===== src/rtl/pattern_hit_display.sv =====
// pattern_hit_display: counts detector hits in BCD, stretches each hit
// onto an LED and scans the count onto a 4-digit 7-segment display.
module pattern_hit_display #(
  parameter int REFRESH_DIV = 100000,
  parameter int STRETCH_CYC = 50000000
) (
  input  logic        clk,
  input  logic        rst,
  input  logic        i_detect,
  input  logic        i_clear,
  output logic [15:0] o_count,
  output logic        o_hit_led,
  output logic [6:0]  o_seg,
  output logic [3:0]  o_an,
  output logic        o_dp
);

  localparam int PW = $clog2(REFRESH_DIV);
  localparam int SW = $clog2(STRETCH_CYC + 1);
  localparam logic [PW-1:0] PRE_TC = PW'(REFRESH_DIV - 1);
  localparam logic [SW-1:0] ST_LD = SW'(STRETCH_CYC);

  logic          det_d;
  logic          hit;
  logic [15:0]   inc;
  logic          carry;
  logic [SW-1:0] st_cnt;
  logic [PW-1:0] pre;
  logic [1:0]    idx;
  logic [3:0]    blank;
  logic [3:0]    dig;
  logic          dig_blank;
  logic [6:0]    dec;

  assign hit = i_detect & ~det_d;

  // Delayed copy of the match level for rising-edge detection.
  always_ff @(posedge clk or negedge rst) begin
    if (!rst) det_d <= 1'b0;
    else      det_d <= i_detect;
  end

  // BCD increment with ripple carry across all four digits.
  always_comb begin
    inc   = o_count;
    carry = 1'b1;
    for (int k = 0; k < 4; k++) begin
      if (carry) begin
        if (o_count[4*k +: 4] == 4'd9) begin
          inc[4*k +: 4] = 4'd0;
        end else begin
          inc[4*k +: 4] = o_count[4*k +: 4] + 4'd1;
          carry = 1'b0;
        end
      end
    end
  end

  // Hit counter; clear wins over a coincident hit.
  always_ff @(posedge clk or negedge rst) begin
    if (!rst)         o_count <= '0;
    else if (i_clear) o_count <= '0;
    else if (hit)     o_count <= inc;
  end

  // LED stretch counter, reloaded on every hit.
  always_ff @(posedge clk or negedge rst) begin
    if (!rst)              st_cnt <= '0;
    else if (i_clear)      st_cnt <= '0;
    else if (hit)          st_cnt <= ST_LD;
    else if (st_cnt != '0) st_cnt <= st_cnt - 1'b1;
  end

  // Registered LED from the stretch counter.
  always_ff @(posedge clk or negedge rst) begin
    if (!rst) o_hit_led <= 1'b0;
    else      o_hit_led <= (st_cnt != '0);
  end

  // Refresh prescaler and digit index.
  always_ff @(posedge clk or negedge rst) begin
    if (!rst) begin
      pre <= '0;
      idx <= 2'd0;
    end else if (pre == PRE_TC) begin
      pre <= '0;
      idx <= idx + 2'd1;
    end else begin
      pre <= pre + 1'b1;
    end
  end

  // Leading-zero blanking and selected digit decode.
  always_comb begin
    blank[3] = (o_count[15:12] == 4'd0);
    blank[2] = blank[3] && (o_count[11:8] == 4'd0);
    blank[1] = blank[2] && (o_count[7:4] == 4'd0);
    blank[0] = 1'b0;
    dig       = o_count[3:0];
    dig_blank = 1'b0;
    unique case (idx)
      2'd0: begin dig = o_count[3:0];   dig_blank = blank[0]; end
      2'd1: begin dig = o_count[7:4];   dig_blank = blank[1]; end
      2'd2: begin dig = o_count[11:8];  dig_blank = blank[2]; end
      2'd3: begin dig = o_count[15:12]; dig_blank = blank[3]; end
    endcase
    dec = 7'b1111111;
    case (dig)
      4'd0:    dec = 7'b1000000;
      4'd1:    dec = 7'b1111001;
      4'd2:    dec = 7'b0100100;
      4'd3:    dec = 7'b0110000;
      4'd4:    dec = 7'b0011001;
      4'd5:    dec = 7'b0010010;
      4'd6:    dec = 7'b0000010;
      4'd7:    dec = 7'b1111000;
      4'd8:    dec = 7'b0000000;
      4'd9:    dec = 7'b0010000;
      default: dec = 7'b1111111;
    endcase
  end

  // Display output registers.
  always_ff @(posedge clk or negedge rst) begin
    if (!rst) begin
      o_an  <= 4'b1111;
      o_seg <= 7'b1111111;
      o_dp  <= 1'b1;
    end else begin
      o_an  <= dig_blank ? 4'b1111 : ~(4'b0001 << idx);
      o_seg <= dig_blank ? 7'b1111111 : dec;
      o_dp  <= ~((idx == 2'd0) && o_hit_led);
    end
  end

endmodule


===== config.mk =====
export PLATFORM = sky130hd
export DESIGN_NAME = pattern_hit_display
export DESIGN_NICKNAME = d
export VERILOG_FILES = /design/src/rtl/pattern_hit_display.sv
export SDC_FILE = /design/constraint.sdc
export NUM_CORES = 1
export LEC_CHECK = 0
export ABC_AREA = 1
export BUFFER_PORTS_ARGS = -buffer_cell sky130_fd_sc_hd__buf_4
export CAP_MARGIN = 40
export CORE_MARGIN = 1
export CORE_UTILIZATION = 40
export CTS_CLUSTER_SIZE = 16
export DETAILED_ROUTE_END_ITERATION = 7
export SYNTH_ARGS = -nofsm -noshare
export SYNTH_HDL_FRONTEND = slang
export SYNTH_SLANG_ARGS = --single-unit

===== constraint.sdc =====
create_clock -name clk -period 2.2 [get_ports clk]
set_input_delay 0.22 -clock clk [delete_from_list [all_inputs] [get_ports clk]]
set_output_delay 0.22 -clock clk [all_outputs]
set_load 0.005 [all_outputs]

==> results of run 1 <==
[final cells by class]
class | count | area [µm²]
fill | 1033 | 5610
multi-input combinational | 433 | 2320
sequential | 75 | 1890
inverter | 82 | 320
timing repair buffer | 36 | 288
clock buffer | 10 | 239
tap | 140 | 175
clock inverter | 6 | 136
[worst paths after layout]
| check | end | slack, ns | from | depth (start not counted) |
|---|---|---|---|---|
| max | o_seg[5] | 0.19 | idx[0] | 10 |
| min | st_cnt[16] | 0.19 | i_clear | 2 |
| max reg2reg | o_seg[5] | 0.19 | idx[0] | 10 |
| min reg2reg | pre[0] | 0.46 | pre[0] | 1 |
| max in group asynchronous | o_an[3] | 1.15 | rst | 3 |
| min in group asynchronous | st_cnt[19] | 0.40 | rst | 2 |
[worst register-to-register path: cells and delay by family (launching register included)]
family	cells	cell delay [ns]
adders and majority gates	2	0.41
buffers and inverters	2	0.34
and+or+nand+nor	5	0.74
DFF	1	0.39
AOI/OAI and AO/OA	1	0.07
[metal layers]
metal | global-route usage | wire (µm)
met5 | 0 | 0
met4 | 0.0685 | 148
met3 | 0.0395 | 403
met2 | 0.315 | 4830
met1 | 0.245 | 4840
[per-stage QoR]
stage	power, mW	instances	instance area, µm²
floorplan	2.54	594	4560
global placement	2.92	764	4970
detailed placement	2.94	764	4970
CTS	4.82	782	5370
global route	5.07	782	5380
finish	4.78	782	5380
[sequential cells by signal, indices dropped and copies added, names as in the netlist]
signal,count
o_dp,1
pre,17
st_cnt,26
o_hit_led,1
idx,2
det_d,1
o_count,16
o_seg,7
o_an,4
[synthesized netlist by cell type (5+ instances only)]
library cell / n / area, µm²
a21oi_1: 15 / 75.1
inv_1: 73 / 274
xor2_1: 15 / 131
nor2_1: 96 / 360
nor3_1: 17 / 85.1
nand4_1: 18 / 113
nand3_1: 49 / 245
dfstp_2: 12 / 315
o21ai_0: 12 / 60.1
or2_2: 6 / 37.5
nor2_2: 10 / 62.6
nand2_1: 137 / 514
nand2_4: 5 / 56.3
dfrtp_1: 63 / 1580
ha_1: 21 / 263
[timing repair]
item                       4_1_cts  5_1_grt
hold endpoints to repair        34        0
hold buffers                     2        0
gates resized for setup          0        4
setup endpoints to repair        0        5
[power by group]
group / internal, mW / leakage (nW) / switching [mW] / total, mW
Sequential: 1.56 / 0.956 / 0.167 / 1.73
Clock: 1.26 / 0.179 / 0.598 / 1.85
Combinational: 0.471 / 1.62 / 0.722 / 1.19
[kinds of logic (layout without fill, tap and decap cells)]
group | after synthesis | in the layout | share of synthesized area
simple gates | 358 | 358 | 0.371
buf+inv | 86 | 134 | 0.0771
flops | 75 | 75 | 0.415
compound gates | 38 | 38 | 0.0483
fa+ha+maj | 21 | 21 | 0.0576
xor+xnor | 16 | 16 | 0.0307
==> impl_metrics.tcl, run 1 <==
set metrics [dict create \
    outcome "completed" \
    areaGrowthSynthToFinish_pct 17.9 \
    holdWs_ns 0.194 \
    dieWidth_um 109 \
    antenna_found_initial 0 \
    fin_worst_skew_ns 0.00703 \
    path_cells "inv_1, ha_1, inv_1, nand2_1, nor2_1, a21oi_2, ha_1, or2_2, nand3_1, nand2_1" \
    crit_path_max_fanout 7 \
    ys.flop_type "dfrtp_1" \
    io_pins 33 \
    setup_tns_ns 0 \
    leakage_nw 2.75 \
    critPathArrivalTime_ns 2.28 \
    hpwl_um 7560 \
    grt_pass1_vias 3673 \
    grt-ovfl-total 0 \
    n_antenna_cell 0 \
    ant_nets 0 \
    min_path_type "primary input to register" \
    final_common_cell "nand2_1" \
    worstSetupPathType "register to register" \
    clock_sinks 75 \
    cts_max_level 3 \
    rsz0062_at_grt "no" \
    max_cap_violations 0 \
    vias_per_cell 4.89 \
    fmax_mhz 498 \
    relSlewSlack 0.648 \
    cpPeakStageDelay_ns 0.39 \
    grt_max_degree 42 \
    die_y_um 109 \
    drc 0 \
    power_density_nw_per_um2 889 \
    setup_ws_ns 0.192 \
    drtIter0Drc 206 \
    core_area_um2 11000 \
    syn_area_per_cell_um2 7.67 \
    period_share 0.913 \
    wire_per_inst_um 13.1 \
    nets 662 \
    finalHoldViolCount 0 \
    period_minus_slack_ns 2.01 \
    tritoncts.num_buffers 9 \
    async_reset_ff_frac 1.00 \
    pre_cts_slack_ns 0.143 \
    cts_buffer_depth 2 \
    crit_slowest_cell "dfrtp_1" \
    dieArea_um2 11800 \
    start_kind "register" \
    crit_path_end_kind "register" \
    synthCells 594 \
    max-vdd-ir-drop_mv 0.725 \
    cp_num_buf_inv 2 \
    synth_edf_count 0 \
    gp_congestion 0.879 \
    cts-root-buf "clkbuf_16" \
    finalSetupViolCount 0 \
    utilization 0.489 \
    synth_area_um2 4560 \
    groute.usage.overall 0.190 \
    yosysUniqueCellTypes 39 \
    required_ns 2.47 \
    layout-drive-gt1-share 0.171 \
    yosys_warnings 0 \
    first_pass_iters 5 \
    vias 3826 \
    grt_pass1_wl_um 17400 \
    synth-seq-cells 75 \
    final_cell_mix "137 x nand2_1, 96 x nor2_1, 73 x inv_1, 63 x dfrtp_1, 49 x nand3_1" \
    rows 38 \
    clk_pin_slew_worst_paths_ns 0.06 \
    postRouteWirelength_um 10200 \
    post_cts_buffers 0 \
    worstMarginPinSlew_ns 0.528 \
    clock_latency_ns 0.34 \
    synth_fp_nets 619 \
    cts_tree "yes" \
    path_delay_family "simple AND/OR/NAND/NOR gates" \
    port_buffers 32 \
    start_util 0.415 \
    finalMaxSlewViolations 0 \
    yosysSeqAreaShare 0.415 \
]
(Power assumes the default switching activity.)
==> run 2: changes to the inputs <==
BUFFER_PORTS_ARGS = unset   (was -buffer_cell sky130_fd_sc_hd__buf_4)
CORE_UTILIZATION = 45   (was 40)
DONT_BUFFER_PORTS = 1   (was unset)
==> impl_metrics.tcl, run 2 (synthesis results as in run 1) <==
set metrics [dict create \
    dieArea_um2 10500 \
    groute.usage.overall 0.212 \
    start_util 0.466 \
    areaGrowthSynthToFinish_pct 9.03 \
    leakage_nw 2.53 \
    largest-register "st_cnt" \
    switchingPower_mw 1.41 \
    gr-max-usage-layer "met2" \
    tritoncts.num_buffers 9 \
    cpPeakStageDelay_ns 0.38 \
    final_cells 746 \
    ant_nets 0 \
    path_cells "inv_1, ha_1, inv_1, nand2_1, nor2_1, a21oi_2, ha_1, or2_2, nand3_1, nand2_1" \
    layout-drive-gt1-share 0.131 \
    crit_path_max_fanout 7 \
    core_area_um2 9770 \
    worstSetupPathType "register to register" \
    regArea_um2 1890 \
    fill_cells 968 \
    combinationalPowerShare 0.276 \
    antenna_found_initial 0 \
    n_antenna_cell 0 \
    internal_power_mw 2.41 \
    vias_per_cell 5.04 \
    grt-ovfl-total 0 \
    postRouteWirelength_um 10200 \
    pre_cts_slack_ns 0.0738 \
    global_route.usage.met3 0.0271 \
    cts-root-buf "clkbuf_8" \
    drc 0 \
    drtIter0Drc 158 \
    rsz0062_at_grt "no" \
    cp_num_buf_inv 2 \
    relSlewSlack 0.632 \
    grt_use_met2 0.336 \
    hpwl_um 7480 \
    period_minus_slack_ns 2.03 \
    final_cell_mix "137 x nand2_1, 96 x nor2_1, 73 x inv_1, 63 x dfrtp_1, 49 x nand3_1" \
    outcome "completed" \
    rows 36 \
    max-vdd-ir-drop_mv 0.310 \
    grt_max_degree 76 \
    grt_pass1_wl_um 16900 \
    cts_max_level 3 \
    multi_input_area_um2 2320 \
    vias 3763 \
    grt_use_met1 0.292 \
    wire_per_inst_um 13.6 \
    finalHoldViolCount 0 \
    seq_power_share 0.458 \
    holdWs_ns 0.0134 \
    dieWidth_um 103 \
    swShare 0.370 \
    cts_tree "yes" \
    place_inst 726 \
    path_delay_family "simple AND/OR/NAND/NOR gates" \
    fmax_mhz 494 \
    reg.largest.list "st_cnt: 26 flops, pre: 17 flops, o_count: 16 flops" \
    first_pass_iters 4 \
    clockPowerShare 0.267 \
    grt_pass1_vias 3524 \
    setup_tns_ns 0 \
    crit_slowest_cell "dfrtp_1" \
    max_cap_violations 0 \
    setup_ws_ns 0.175 \
    die_y_um 103 \
    r2r_setup_slack_ns 0.17 \
    required_ns 2.50 \
    power.total_mw 3.82 \
    fin_worst_skew_ns 0.00991 \
    finalMaxSlewViolations 0 \
    clk_pin_slew_worst_paths_ns 0.08 \
    finalSetupViolCount 0 \
    min_path_type "primary input to register" \
    worstMarginPinSlew_ns 0.549 \
    crit_path_end_kind "register" \
    nets 633 \
    cts_buffer_depth 2 \
    port_buffers 0 \
    critPathArrivalTime_ns 2.32 \
    power_density_nw_per_um2 769 \
    start_kind "register" \
    final_common_cell "nand2_1" \
    io_pins 33 \
    clock_latency_ns 0.36 \
    clock_sinks 75 \
    gp_congestion 0.901 \
    largest_register_ffs 26 \
    period_share 0.920 \
]
## run 2: cell count changes in the layout (fill, tap and decap cells not counted), sizes merged
cell,delta
clkbuf,+1
dlygate4sd3,+1
bufinv,-4
buf,-30
clkinv,+2
inv,+1
## run 2: cell type report
type                            instances  area share
Clock inverter                          5     0.00705
Multi-Input combinational cell        433       0.468
Clock buffer                           11      0.0305
Inverter                               82      0.0645
Timing Repair Buffer                    7      0.0161
Tap cell                              133      0.0335
Sequential cell                        75       0.381
## run 2: repair_timing
item	in CTS	in global routing
endpoints found under the setup margin	0	6
gates resized for setup	0	3
hold endpoints to repair	83	0
hold buffers	4	0
setup buffers	0	0
## run 2: per-layer routing
metal	part of all wire	wire length, µm
met1	0.48	4920
met2	0.47	4770
met3	0.029	298
met4	0.016	165
met5	0	0
## run 2: worst paths after layout
check                              from          to  cells past startpoint
worst max-delay path             idx[0]    o_seg[6]                     10
worst min-delay path            i_clear  st_cnt[22]                      3
worst max register to register   idx[0]    o_seg[6]                     10
worst min register to register   pre[0]      pre[0]                      1
max in group asynchronous           rst     o_an[2]                      2
min in group asynchronous           rst      pre[5]                      2
## run 2: per-stage QoR
step            util  area, µm²
6_report       0.508       4970
5_1_grt        0.508       4970
4_1_cts        0.507       4960
3_5_place_dp   0.482       4720
3_3_place_gp   0.482       4720
2_1_floorplan      -       4560
## run 2: worst min-delay path, cell delays in order
cell,delay [ns]
a21oi_4,0.03
nand2_1,0.06
inv_1,0.03
## run 2: power by group through the flow
stage / combinational, mW / clock [mW] / sequential [mW]
floorplan: 0.821 / 0 / 1.72
global placement: 0.988 / 0 / 1.77
detailed placement: 1.01 / 0 / 1.77
CTS: 1.05 / 1.05 / 1.75
global route: 1.21 / 1.11 / 1.78
finish: 1.05 / 1.02 / 1.75
